==> config.mk <==
export PLATFORM = sky130hd
export DESIGN_NAME = jk_sync_counter
export DESIGN_NICKNAME = d
export VERILOG_FILES = /design/src/rtl/jk_counter_pkg.sv /design/src/rtl/jk_ff_sync.sv /design/src/rtl/jk_sync_counter.sv
export SDC_FILE = /design/constraint.sdc
export NUM_CORES = 1
export LEC_CHECK = 0
export ABC_AREA = 1
export ABC_CLOCK_PERIOD_IN_PS = 2900
export CAP_MARGIN = 10
export CORE_AREA = 2 2 39 41
export CTS_CLUSTER_DIAMETER = 100
export DETAILED_ROUTE_END_ITERATION = 12
export DIE_AREA = 0 0 41 43
export PLACE_DENSITY = 0.82
export SLEW_MARGIN = 20
export SYNTH_ARGS = -nofsm -noshare
export SYNTH_HDL_FRONTEND = slang
export SYNTH_SLANG_ARGS = --single-unit
==> constraint.sdc <==
create_clock -name CLK -period 2.9 [get_ports CLK]
set_input_delay 0.435 -clock CLK [delete_from_list [all_inputs] [get_ports CLK]]
set_output_delay 0.435 -clock CLK [all_outputs]
set_load 0.005 [all_outputs]
==> src/rtl/jk_counter_pkg.sv <==
`default_nettype none
// ============================================================================
//  Module   : jk_counter_pkg
//  Purpose  : Shared constants for the JK-flip-flop synchronous counter:
//             JK excitation encodings, default counter width and the
//             direction encodings of the UP input.
//  Ports    : none (package)
//  Revision : 1.0 - initial release
// ============================================================================
package jk_counter_pkg;

  // Default counter width; legal range is 2..16.
  localparam int DEFAULT_WIDTH = 4;

  // JK excitation encodings, written as {J, K}.
  localparam logic [1:0] JK_HOLD = 2'b00;
  localparam logic [1:0] JK_RST  = 2'b01;
  localparam logic [1:0] JK_SET  = 2'b10;
  localparam logic [1:0] JK_TGL  = 2'b11;

  // Values of the UP input.
  localparam logic DIR_UP = 1'b1;
  localparam logic DIR_DN = 1'b0;

endpackage
`default_nettype wire

==> src/rtl/jk_ff_sync.sv <==
`default_nettype none
// ============================================================================
//  Module   : jk_ff_sync
//  Purpose  : Single rising-edge JK flip-flop with synchronous active-low
//             clear. {J,K}: 00 hold, 01 reset, 10 set, 11 toggle.
//  Ports    : CLK   - clock, rising edge active
//             CLR_N - synchronous clear, active low (wins over J/K)
//             J, K  - excitation inputs
//             Q     - stored bit
//             Q_not - complement of Q
//  Revision : 1.0 - initial release
// ============================================================================
module jk_ff_sync
  import jk_counter_pkg::*;
(
  input  logic CLK,
  input  logic CLR_N,
  input  logic J,
  input  logic K,
  output logic Q,
  output logic Q_not
);

  logic r_q;

  always_ff @(posedge CLK) begin
    if (!CLR_N) begin
      r_q <= 1'b0;
    end else begin
      case ({J, K})
        JK_HOLD: r_q <= r_q;
        JK_RST:  r_q <= 1'b0;
        JK_SET:  r_q <= 1'b1;
        JK_TGL:  r_q <= ~r_q;
        default: r_q <= r_q;
      endcase
    end
  end

  assign Q     = r_q;
  assign Q_not = ~r_q;

endmodule
`default_nettype wire

==> src/rtl/jk_sync_counter.sv <==
`default_nettype none
// ============================================================================
//  Module   : jk_sync_counter
//  Purpose  : Synchronous up/down modulo counter (sequence 0..MOD) built from
//             one JK flip-flop per bit, with parallel load, a combinational
//             terminal-count flag and a registered one-cycle wrap pulse.
//             Priority per edge: clear > load > count > hold.
//  Ports    : CLK   - clock, rising edge active
//             CLR_N - synchronous clear, active low
//             EN    - count enable
//             UP    - direction (1 up, 0 down)
//             LOAD  - parallel load strobe
//             D     - parallel load value
//             terminal count - input port named MOD
//             Q     - current count
//             Q_not - bitwise complement of Q
//             TC    - combinational terminal-count indication
//             WRAP  - registered pulse, high the cycle after a wrap
//  Revision : 1.0 - initial release
// ============================================================================
module jk_sync_counter
  import jk_counter_pkg::*;
#(
  parameter int WIDTH = DEFAULT_WIDTH
) (
  input  logic             CLK,
  input  logic             CLR_N,
  input  logic             EN,
  input  logic             UP,
  input  logic             LOAD,
  input  logic [WIDTH-1:0] D,
  input  logic [WIDTH-1:0] MOD,
  output logic [WIDTH-1:0] Q,
  output logic [WIDTH-1:0] Q_not,
  output logic             TC,
  output logic             WRAP
);

  logic [WIDTH-1:0] w_q;
  logic [WIDTH-1:0] w_q_not;
  logic [WIDTH-1:0] w_up_tgl;
  logic [WIDTH-1:0] w_dn_tgl;
  logic [WIDTH-1:0] w_toggle;
  logic [WIDTH-1:0] w_next;
  logic [WIDTH-1:0] w_j;
  logic [WIDTH-1:0] w_k;
  logic             w_at_top;
  logic             w_at_zero;
  logic             w_tc;
  logic             w_jam;
  logic             r_wrap;

  // ">=" rather than "==" so a count loaded above MOD wraps to 0 when
  // counting up instead of running on to 2^WIDTH.
  assign w_at_top  = (w_q >= MOD);
  assign w_at_zero = (w_q == '0);

  assign w_tc = EN & ~LOAD &
                (((UP == DIR_UP) & w_at_top) | ((UP == DIR_DN) & w_at_zero));

  // Any edge whose next value is not a plain +/-1 step: the new value is
  // forced bit-by-bit with J=next, K=~next.
  assign w_jam = ~CLR_N | LOAD | w_tc;

  // Ripple-free toggle conditions: bit i toggles when all lower bits are 1
  // (counting up) or all lower bits are 0 (counting down).
  always_comb begin
    w_up_tgl    = '0;
    w_dn_tgl    = '0;
    w_up_tgl[0] = 1'b1;
    w_dn_tgl[0] = 1'b1;
    for (int i = 1; i < WIDTH; i++) begin
      w_up_tgl[i] = w_up_tgl[i-1] & w_q[i-1];
      w_dn_tgl[i] = w_dn_tgl[i-1] & w_q_not[i-1];
    end
  end

  assign w_toggle = (UP == DIR_UP) ? w_up_tgl : w_dn_tgl;

  // Forced next value; only meaningful while w_jam is high. When neither
  // clear nor load is active, w_jam implies a wrap: up wraps to 0, down to MOD.
  always_comb begin
    w_next = '0;
    if (!CLR_N) begin
      w_next = '0;
    end else if (LOAD) begin
      w_next = D;
    end else if (UP == DIR_UP) begin
      w_next = '0;
    end else begin
      w_next = MOD;
    end
  end

  always_comb begin
    w_j = '0;
    w_k = '0;
    if (w_jam) begin
      w_j = w_next;
      w_k = ~w_next;
    end else if (EN) begin
      w_j = w_toggle;
      w_k = w_toggle;
    end
  end

  generate
    for (genvar gi = 0; gi < WIDTH; gi++) begin : g_bit
      jk_ff_sync u_ff (
        .CLK   (CLK),
        .CLR_N (CLR_N),
        .J     (w_j[gi]),
        .K     (w_k[gi]),
        .Q     (w_q[gi]),
        .Q_not (w_q_not[gi])
      );
    end
  endgenerate

  // A wrap happens exactly on edges where TC is high and clear is released.
  always_ff @(posedge CLK) begin
    if (!CLR_N) begin
      r_wrap <= 1'b0;
    end else begin
      r_wrap <= w_tc;
    end
  end

  assign Q     = w_q;
  assign Q_not = w_q_not;
  assign TC    = w_tc;
  assign WRAP  = r_wrap;

endmodule
`default_nettype wire
==> impl_metrics.toml, run 1 <==
[finish]
num_antenna_cells = 0
nNetsFinal = 128
drive_above_1_share_pct = 9.09
mostFrequentLayoutCell = "nand2_1"
post-route-util_pct = 55.9
area_growth_pct = 34.6
fin_cells = 126
final_cell_mix = "nand2_1, clkdlybuf4s50_1, inv_1"
nFillCells = 138
final_area_um2 = 773

[setup_path]
rrSetupSlack_ns = 1.31
cp-end-kind = "output pin"
cp.arrival_ns = 2.19
setup.worst_path.end = "TC"
cp_max_fo = 7
crit_start = "MOD[3]"
slowest_stage = "clkdlybuf4s50_1"
r2r-end = "g_bit[0].u_ff.Q$_SDFFE_PN0P_"
crit_path_start_kind = "primary input"
rr_startpoint = "g_bit[0].u_ff.Q$_SDFFE_PN0P_"
max_stage_delay_ns = 0.49
cp.depth = 9
critPathKind = "in2out"
path_buf_inv = 4
critPathRequiredTime_ns = 2.47
crit_chain = "clkdlybuf4s50_1 -> inv_1 -> ha_1 -> nand2_1 -> nor3b_2 -> nand2_1 -> nand2_4 -> inv_1 -> clkdlybuf4s50_1"
cp_top_family = "buffers and inverters"
r2r_cells = 12

[clocking]
cts_setup_buffers = 0
cts_sinks = 5
cts-buffers-inserted = 3
clock_path_buffers = 2
clkLatencyLatePin_ns = 0.23
cts_root_buffer = "clkbuf_4"
cts_resized = 0
cts_max_level = 1
cts_tree = "built"
path_clk_slew_ns = 0.04
cts-hold-fix-buffers = 0

[route]
ant_nets = 0
met2_wirelength_um = 625
drc_errors = 0
wl_um = 1230
wl_met3_um = 59
wl_per_cell_um = 9.77
first_iter_violations = 12
met1Wirelength_um = 546
vias_per_cell = 4.77
highest_layer = "met3"
num_vias = 601
firstDrtPassIters = 4

[power_and_ir_drop]
seqPwrFrac_pct = 30.2
ir_drop_v = 0.000213
clockPowerShare_pct = 27.3
power.switching_uw = 92.3
swShare_pct = 32.4
intPower_uw = 193
powerDensity_nw_per_um2 = 369
leakage_uw = 0.000404
p_comb_share_pct = 42.5

[synthesis]
ys_ff_latch = 5
yosysTopAreaCell = "dfxtp_1"
netlist_area_um2 = 574
syn_nets = 110
synthTopCellsByArea = "dfxtp_1, nand2_1, buf_4"
syn_inst = 93
ys_types = 19
yosys_warnings = 0
avgSynthCellArea_um2 = 6.18
synth_top_area_share_pct = 17.4
yosysSeqAreaShare_pct = 17.4

[grt]
grt_pass1_wl_um = 1980
grt_util_all_layers_pct = 16.1
gr-total-overflow = 0
antenna_found_initial = 0
grt_max_degree = 9
grt_pass1_vias = 498

[sta]
hold_viol = 0
drv_slew = 0
setup_viol = 0
final.period_utilization_pct = 90.4
tightest_slew_ns = 0.410
hold_slack_ns = 0.635
max_slew_margin_pct = 72.6
fmax_mhz = 381
rsz0062_at_grt = "false"
min_period_ns = 2.62
tns_ns = 0
fin_worst_skew_ns = 0.00117

[floorplan]
io_pins = 23
die_w_um = 41
core-area_um2 = 1380
start_util_pct = 41.5
fp.dieH_um = 43
rows = 14
die_area_um2 = 1760

[placement]
port_buffers = 22
place_inst = 122
dp_hpwl_um = 1040
dpl_cell_area_um2 = 747
gp_congestion = 0.818

[worst_hold_path]
hp-class = "reg2reg"

[outcome]
status = "finished clean"

[run]
cap_violations = 0
registers in the layout, indices dropped and copies added (netlist names):
signal / count
WRAP: 1
g_bit.u_ff.Q: 4
worst min path at each step:
stage | end | slack (ns) | startpoint | cells after the start
after floorplan | g_bit[3].u_ff.Q$_SDFFE_PN0P_ | 0.58 | g_bit[3].u_ff.Q$_SDFFE_PN0P_ | 4
after global placement | g_bit[3].u_ff.Q$_SDFFE_PN0P_ | 0.64 | g_bit[3].u_ff.Q$_SDFFE_PN0P_ | 4
after detailed placement | g_bit[3].u_ff.Q$_SDFFE_PN0P_ | 0.63 | g_bit[3].u_ff.Q$_SDFFE_PN0P_ | 4
after CTS | g_bit[3].u_ff.Q$_SDFFE_PN0P_ | 0.64 | g_bit[3].u_ff.Q$_SDFFE_PN0P_ | 4
after global routing | g_bit[3].u_ff.Q$_SDFFE_PN0P_ | 0.68 | g_bit[3].u_ff.Q$_SDFFE_PN0P_ | 4
final | g_bit[3].u_ff.Q$_SDFFE_PN0P_ | 0.64 | g_bit[3].u_ff.Q$_SDFFE_PN0P_ | 4
cell type report:
cell class	count	area [um2]	share of cell area, %
multi-input cells	61	339	43.9
flip-flops and latches	5	100	12.9
repair buffers	22	220	28.5
clock buffers	4	26.3	3.40
inverters	18	67.6	8.74
well taps	16	20.0	2.59
synth_stat cells:
library cell / count
nand2_4: 2
a21oi_1: 2
nand2_1: 24
nand4_1: 2
xor2_1: 1
inv_2: 1
ha_1: 4
inv_1: 17
nor3b_2: 1
nor3_1: 1
o21ai_0: 5
buf_4: 9
nor2_1: 6
dfxtp_1: 5
nand2_2: 2
o211ai_1: 3
nand3_1: 6
xnor2_1: 1
nor2_2: 1
kinds of logic after synthesis:
family / share of synthesized area (%)
adder cells (fa/ha/maj): 8.71
buffers and inverters: 23.5
XOR/XNOR: 3.05
AO/OA/AOI/OAI: 10.0
flip-flops: 17.4
AND/OR/NAND/NOR: 37.3
power by group through the flow:
stage	Sequential [uW]	Clock, uW	Combinational (uW)
floorplan	84.9	0	81.9
global placement	87.2	0	118
detailed placement	87.4	0	121
CTS	86.1	80.7	121
global route	87.2	85.7	137
finish	86.0	77.9	121
routing by layer:
metal	vias up	global-route usage, %
met5	-	0
met1	264	22.6
met4	0	4.00
met2	22	24.4
met3	0	3.14
li1	315	-
worst reg2reg max path, cell delays in order (launching register included):
cell,delay [ns]
dfxtp_1,0.43
inv_1,0.12
ha_1,0.28
inv_1,0.05
nand2_1,0.04
nand2_1,0.05
nand2_1,0.05
nand2_1,0.05
nand2_1,0.08
nand2_4,0.12
nand3_1,0.08
nand2_1,0.09
inv_1,0.04
stage by stage:
| stage | worst slack, ns | total power (uW) |
|---|---|---|
| 6_report | 0.277 | 285 |
| 3_3_place_gp | 0.309 | 205 |
| 3_5_place_dp | 0.258 | 208 |
| 5_1_grt | 0.174 | 310 |
| 2_1_floorplan | 1.27 | 167 |
| 4_1_cts | 0.271 | 288 |
Power figures use the tool's default switching activity.
==> run 2: changes to the inputs <==
CAP_MARGIN = 20   (was 10)
CORE_AREA = not set   (was 2 2 39 41)
CORE_MARGIN = 1.5   (was not set)
CORE_UTILIZATION = 40   (was not set)
DIE_AREA = not set   (was 0 0 41 43)
PLACE_DENSITY = 0.77   (was 0.82)
==> impl_metrics.toml, run 2 (synthesis gave the netlist of run 1 again) <==
[route]
wl_um = 1210
ant_nets = 0
vias_per_cell = 4.69
firstDrtPassIters = 2
drc_errors = 0
first_iter_violations = 16
num_vias = 586
wl_per_cell_um = 9.70

[placement]
port_buffers = 22
pre_cts_slack_ns = 0.287
gp_congestion = 0.851
dp_hpwl_um = 1020

[grt]
grt_pass1_vias = 512
grt_util_all_layers_pct = 17.2
grt_max_degree = 9
grt_busiest_layer = "met2"
grt_util_met2_pct = 30.5
antenna_found_initial = 0
gr-total-overflow = 0
use_met1_pct = 19.4
met3_usage_pct = 7.07
grt_pass1_wl_um = 1900

[outcome]
status = "finished clean"

[clocking]
cts-hold-fix-buffers = 0
cts_max_level = 1
cts_resized = 0
cts_setup_buffers = 0
clkLatencyLatePin_ns = 0.24
cts_tree = "built"
clock_path_buffers = 2
cts-buffers-inserted = 3
cts_root_buffer = "clkbuf_4"
cts_sinks = 5
path_clk_slew_ns = 0.04

[finish]
area_growth_pct = 34.4
final_cell_mix = "nand2_1, clkdlybuf4s50_1, inv_1"
largest_reg_flops = 4
drive_above_1_share_pct = 9.09
nNetsFinal = 128
post-route-util_pct = 58.6
mostFrequentLayoutCell = "nand2_1"
num_antenna_cells = 0

[setup_path]
path_buf_inv = 4
cp_top_family = "buffers and inverters"
rrSetupSlack_ns = 1.32
cp-end-kind = "output pin"
cp_max_fo = 7
crit_chain = "clkdlybuf4s50_1 -> inv_1 -> ha_1 -> nand2_1 -> nor3b_2 -> nand2_1 -> nand2_4 -> inv_1 -> clkdlybuf4s50_1"
slowest_stage = "clkdlybuf4s50_1"
max_stage_delay_ns = 0.49
crit_path_start_kind = "primary input"
cp.arrival_ns = 2.17
critPathKind = "in2out"
cp.depth = 9
r2r_cells = 12
critPathRequiredTime_ns = 2.47

[sta]
tns_ns = 0
max_slew_margin_pct = 72.9
hold_viol = 0
fmax_mhz = 384
final.period_utilization_pct = 89.9
fin_worst_skew_ns = 0.00320
tightest_slew_ns = 0.405
rsz0062_at_grt = "false"
fin_ws_ns = 0.294
setup_viol = 0
drv_slew = 0
min_period_ns = 2.61

[floorplan]
core-area_um2 = 1320
start_util_pct = 43.6
fp.dieH_um = 40.9
rows = 13
die_w_um = 40.9
die_area_um2 = 1670
io_pins = 23

[power_and_ir_drop]
powerDensity_nw_per_um2 = 368
leakage_uw = 0.000404
ir_drop_v = 0.000216

[worst_hold_path]
whs_path_depth = 4
hp-class = "reg2reg"

[run]
cap_violations = 0
==> run 2: cell counts in the layout (fill, tap and decap cells not counted) <==
No cell type changed its count.
==> run 2: path summary, 6_finish.rpt <==
check                                             startpoint                            to
worst max-delay path                                  MOD[3]                            TC
worst min-delay path            g_bit[3].u_ff.Q$_SDFFE_PN0P_  g_bit[3].u_ff.Q$_SDFFE_PN0P_
worst max register to register  g_bit[0].u_ff.Q$_SDFFE_PN0P_  g_bit[3].u_ff.Q$_SDFFE_PN0P_
worst min register to register  g_bit[3].u_ff.Q$_SDFFE_PN0P_  g_bit[3].u_ff.Q$_SDFFE_PN0P_
==> run 2: cell type report <==
cell class	instances	area [um2]
clock buffer	4	26.3
sequential	5	100
multi-input combinational	61	339
inverter	18	67.6
fill	118	546
timing repair buffer	22	220
tap	15	18.8
==> run 2: where the power goes <==
group	internal, uW	switching [uW]	leakage [uW]
Sequential	76.3	11.6	0.0000417
Combinational	64.3	54.1	0.000347
Clock	51.8	25.8	0.0000150
==> run 2: routing by layer <==
metal | part of all wire, % | wire [um] | up-vias
li1 | - | - | 319
met1 | 45 | 547 | 242
met2 | 47 | 575 | 22
met3 | 6.6 | 80 | 3
met4 | 0.82 | 10 | 0
met5 | 0 | 0 | -
==> run 2: per-stage QoR <==
stage	hold slack [ns]	instances	instance area [um2]	power [uW]
after detailed placement	0.662	121	746	208
after global routing	0.735	125	772	311
final	0.670	125	772	284
after floorplan	0.584	93	574	167
after CTS	0.675	125	772	288
after global placement	0.684	121	746	206
==> run 2: worst register-to-register path, delay by kind of cell, from the launching register on <==
kind | cells | cell delay (ns)
buffers and inverters | 2 | 0.16
AND/OR/NAND/NOR | 9 | 0.58
flip-flops | 1 | 0.45
adder cells (fa/ha/maj) | 1 | 0.28
==> run 3: changes to the inputs <==
GPL_TIMING_DRIVEN = 0   (was not set)
==> impl_metrics.toml, run 3 (synthesis gave the netlist of run 1 again) <==
[sta]
setup_viol = 0
hold_viol = 0
max_slew_margin_pct = 72.4
hold_slack_ns = 0.587
tns_ns = 0
final.period_utilization_pct = 90.8
fin_ws_ns = 0.267
min_period_ns = 2.63
drv_slew = 0
fin_worst_skew_ns = 0.00239
fmax_mhz = 380
tightest_slew_ns = 0.413
rsz0062_at_grt = "false"

[grt]
gr-total-overflow = 0
grt_pass1_vias = 514
grt_pass1_wl_um = 1950
grt_max_degree = 9
antenna_found_initial = 0
grt_util_all_layers_pct = 17.7

[route]
wl_um = 1220
vias_per_cell = 4.58
drc_errors = 0
firstDrtPassIters = 4
wl_per_cell_um = 9.19
first_iter_violations = 18
ant_nets = 0
num_vias = 609

[finish]
final_cell_mix = "nand2_1, clkdlybuf4s50_1, inv_1"
final_area_um2 = 830
drive_above_1_share_pct = 16.1
largest_reg_flops = 4
mostFrequentLayoutCell = "nand2_1"
num_antenna_cells = 0
area_growth_pct = 44.4
nNetsFinal = 136

[worst_hold_path]
hp-class = "in2reg"
whs_path_depth = 5

[setup_path]
critPathKind = "in2out"
cp_max_fo = 7
critPathRequiredTime_ns = 2.47
cp.arrival_ns = 2.20
slowest_stage = "clkdlybuf4s50_1"
max_stage_delay_ns = 0.49
crit_path_start_kind = "primary input"
cp-end-kind = "output pin"
r2r_cells = 12
crit_chain = "clkdlybuf4s50_1 -> inv_1 -> ha_1 -> nand2_1 -> nor3b_2 -> nand2_1 -> nand2_4 -> inv_1 -> clkdlybuf4s50_1"

[placement]
gp_congestion = 0.861
dp_hpwl_um = 1030
port_buffers = 21
dpl_cell_area_um2 = 803
pre_cts_slack_ns = 0.269

[floorplan]
start_util_pct = 43.6
die_w_um = 40.9
fp.dieH_um = 40.9
rows = 13
io_pins = 23
die_area_um2 = 1670
core-area_um2 = 1320

[power_and_ir_drop]
leakage_uw = 0.000443
ir_drop_v = 0.000319
total_power_uw = 302
powerDensity_nw_per_um2 = 364

[clocking]
cts_root_buffer = "clkbuf_4"
cts-buffers-inserted = 3
clkLatencyLatePin_ns = 0.24
path_clk_slew_ns = 0.04
cts-hold-fix-buffers = 0
cts_max_level = 1
cts_tree = "built"
cts_sinks = 5
clock_path_buffers = 2
cts_setup_buffers = 0
cts_resized = 0

[run]
cap_violations = 0

[outcome]
status = "finished clean"
==> run 3: cell types whose count changed in the layout (fill, tap and decap cells not counted), sizes merged <==
cell	before	now
clkdlybuf4s50	22	21
buf	0	9
==> run 3: layout make-up <==
cell class                      instances  area (um2)
Tap cell                               15        18.8
Buffer                                  9        67.6
Multi-Input combinational cell         61         339
Fill cell                             131         488
Inverter                               18        67.6
Clock buffer                            4        26.3
Timing Repair Buffer                   21         210
Sequential cell                         5         100
==> run 3: layer usage <==
metal  share of wire (%)  GRT usage, %  up-vias
met2                  46          30.1       23
li1                    -             -      332
met3                 7.5          8.15        0
met5                   0             0        -
met1                  46          21.4      254
met4                   0             0        0
==> run 3: path summary, 6_finish.rpt <==
path                                                      to                    startpoint  slack [ns]
worst min-delay path            g_bit[0].u_ff.Q$_SDFFE_PN0P_                            EN        0.59
worst min register to register  g_bit[3].u_ff.Q$_SDFFE_PN0P_  g_bit[3].u_ff.Q$_SDFFE_PN0P_        0.68
worst max-delay path                                      TC                        MOD[3]        0.27
worst max register to register  g_bit[3].u_ff.Q$_SDFFE_PN0P_  g_bit[0].u_ff.Q$_SDFFE_PN0P_        1.31
==> run 3: critical path, delay by kind of cell <==
| family | cells | cell delay [ns] |
|---|---|---|
| fa+ha+maj | 1 | 0.29 |
| simple gates | 4 | 0.38 |
| buf+inv | 4 | 1.09 |
==> run 3: where the power goes <==
group | total (uW) | leakage, uW | switching, uW | internal (uW)
clock network | 79.5 | 0.0000150 | 27.5 | 52.0
registers | 87.5 | 0.0000417 | 11.3 | 76.3
logic | 135 | 0.000386 | 56.5 | 78.8
==> run 3: through the flow <==
stage               util, %  instances
finish                 63.0        133
global route           63.0        133
CTS                    63.0        133
detailed placement     61.0        129
global placement       61.0        129
floorplan                 -         93
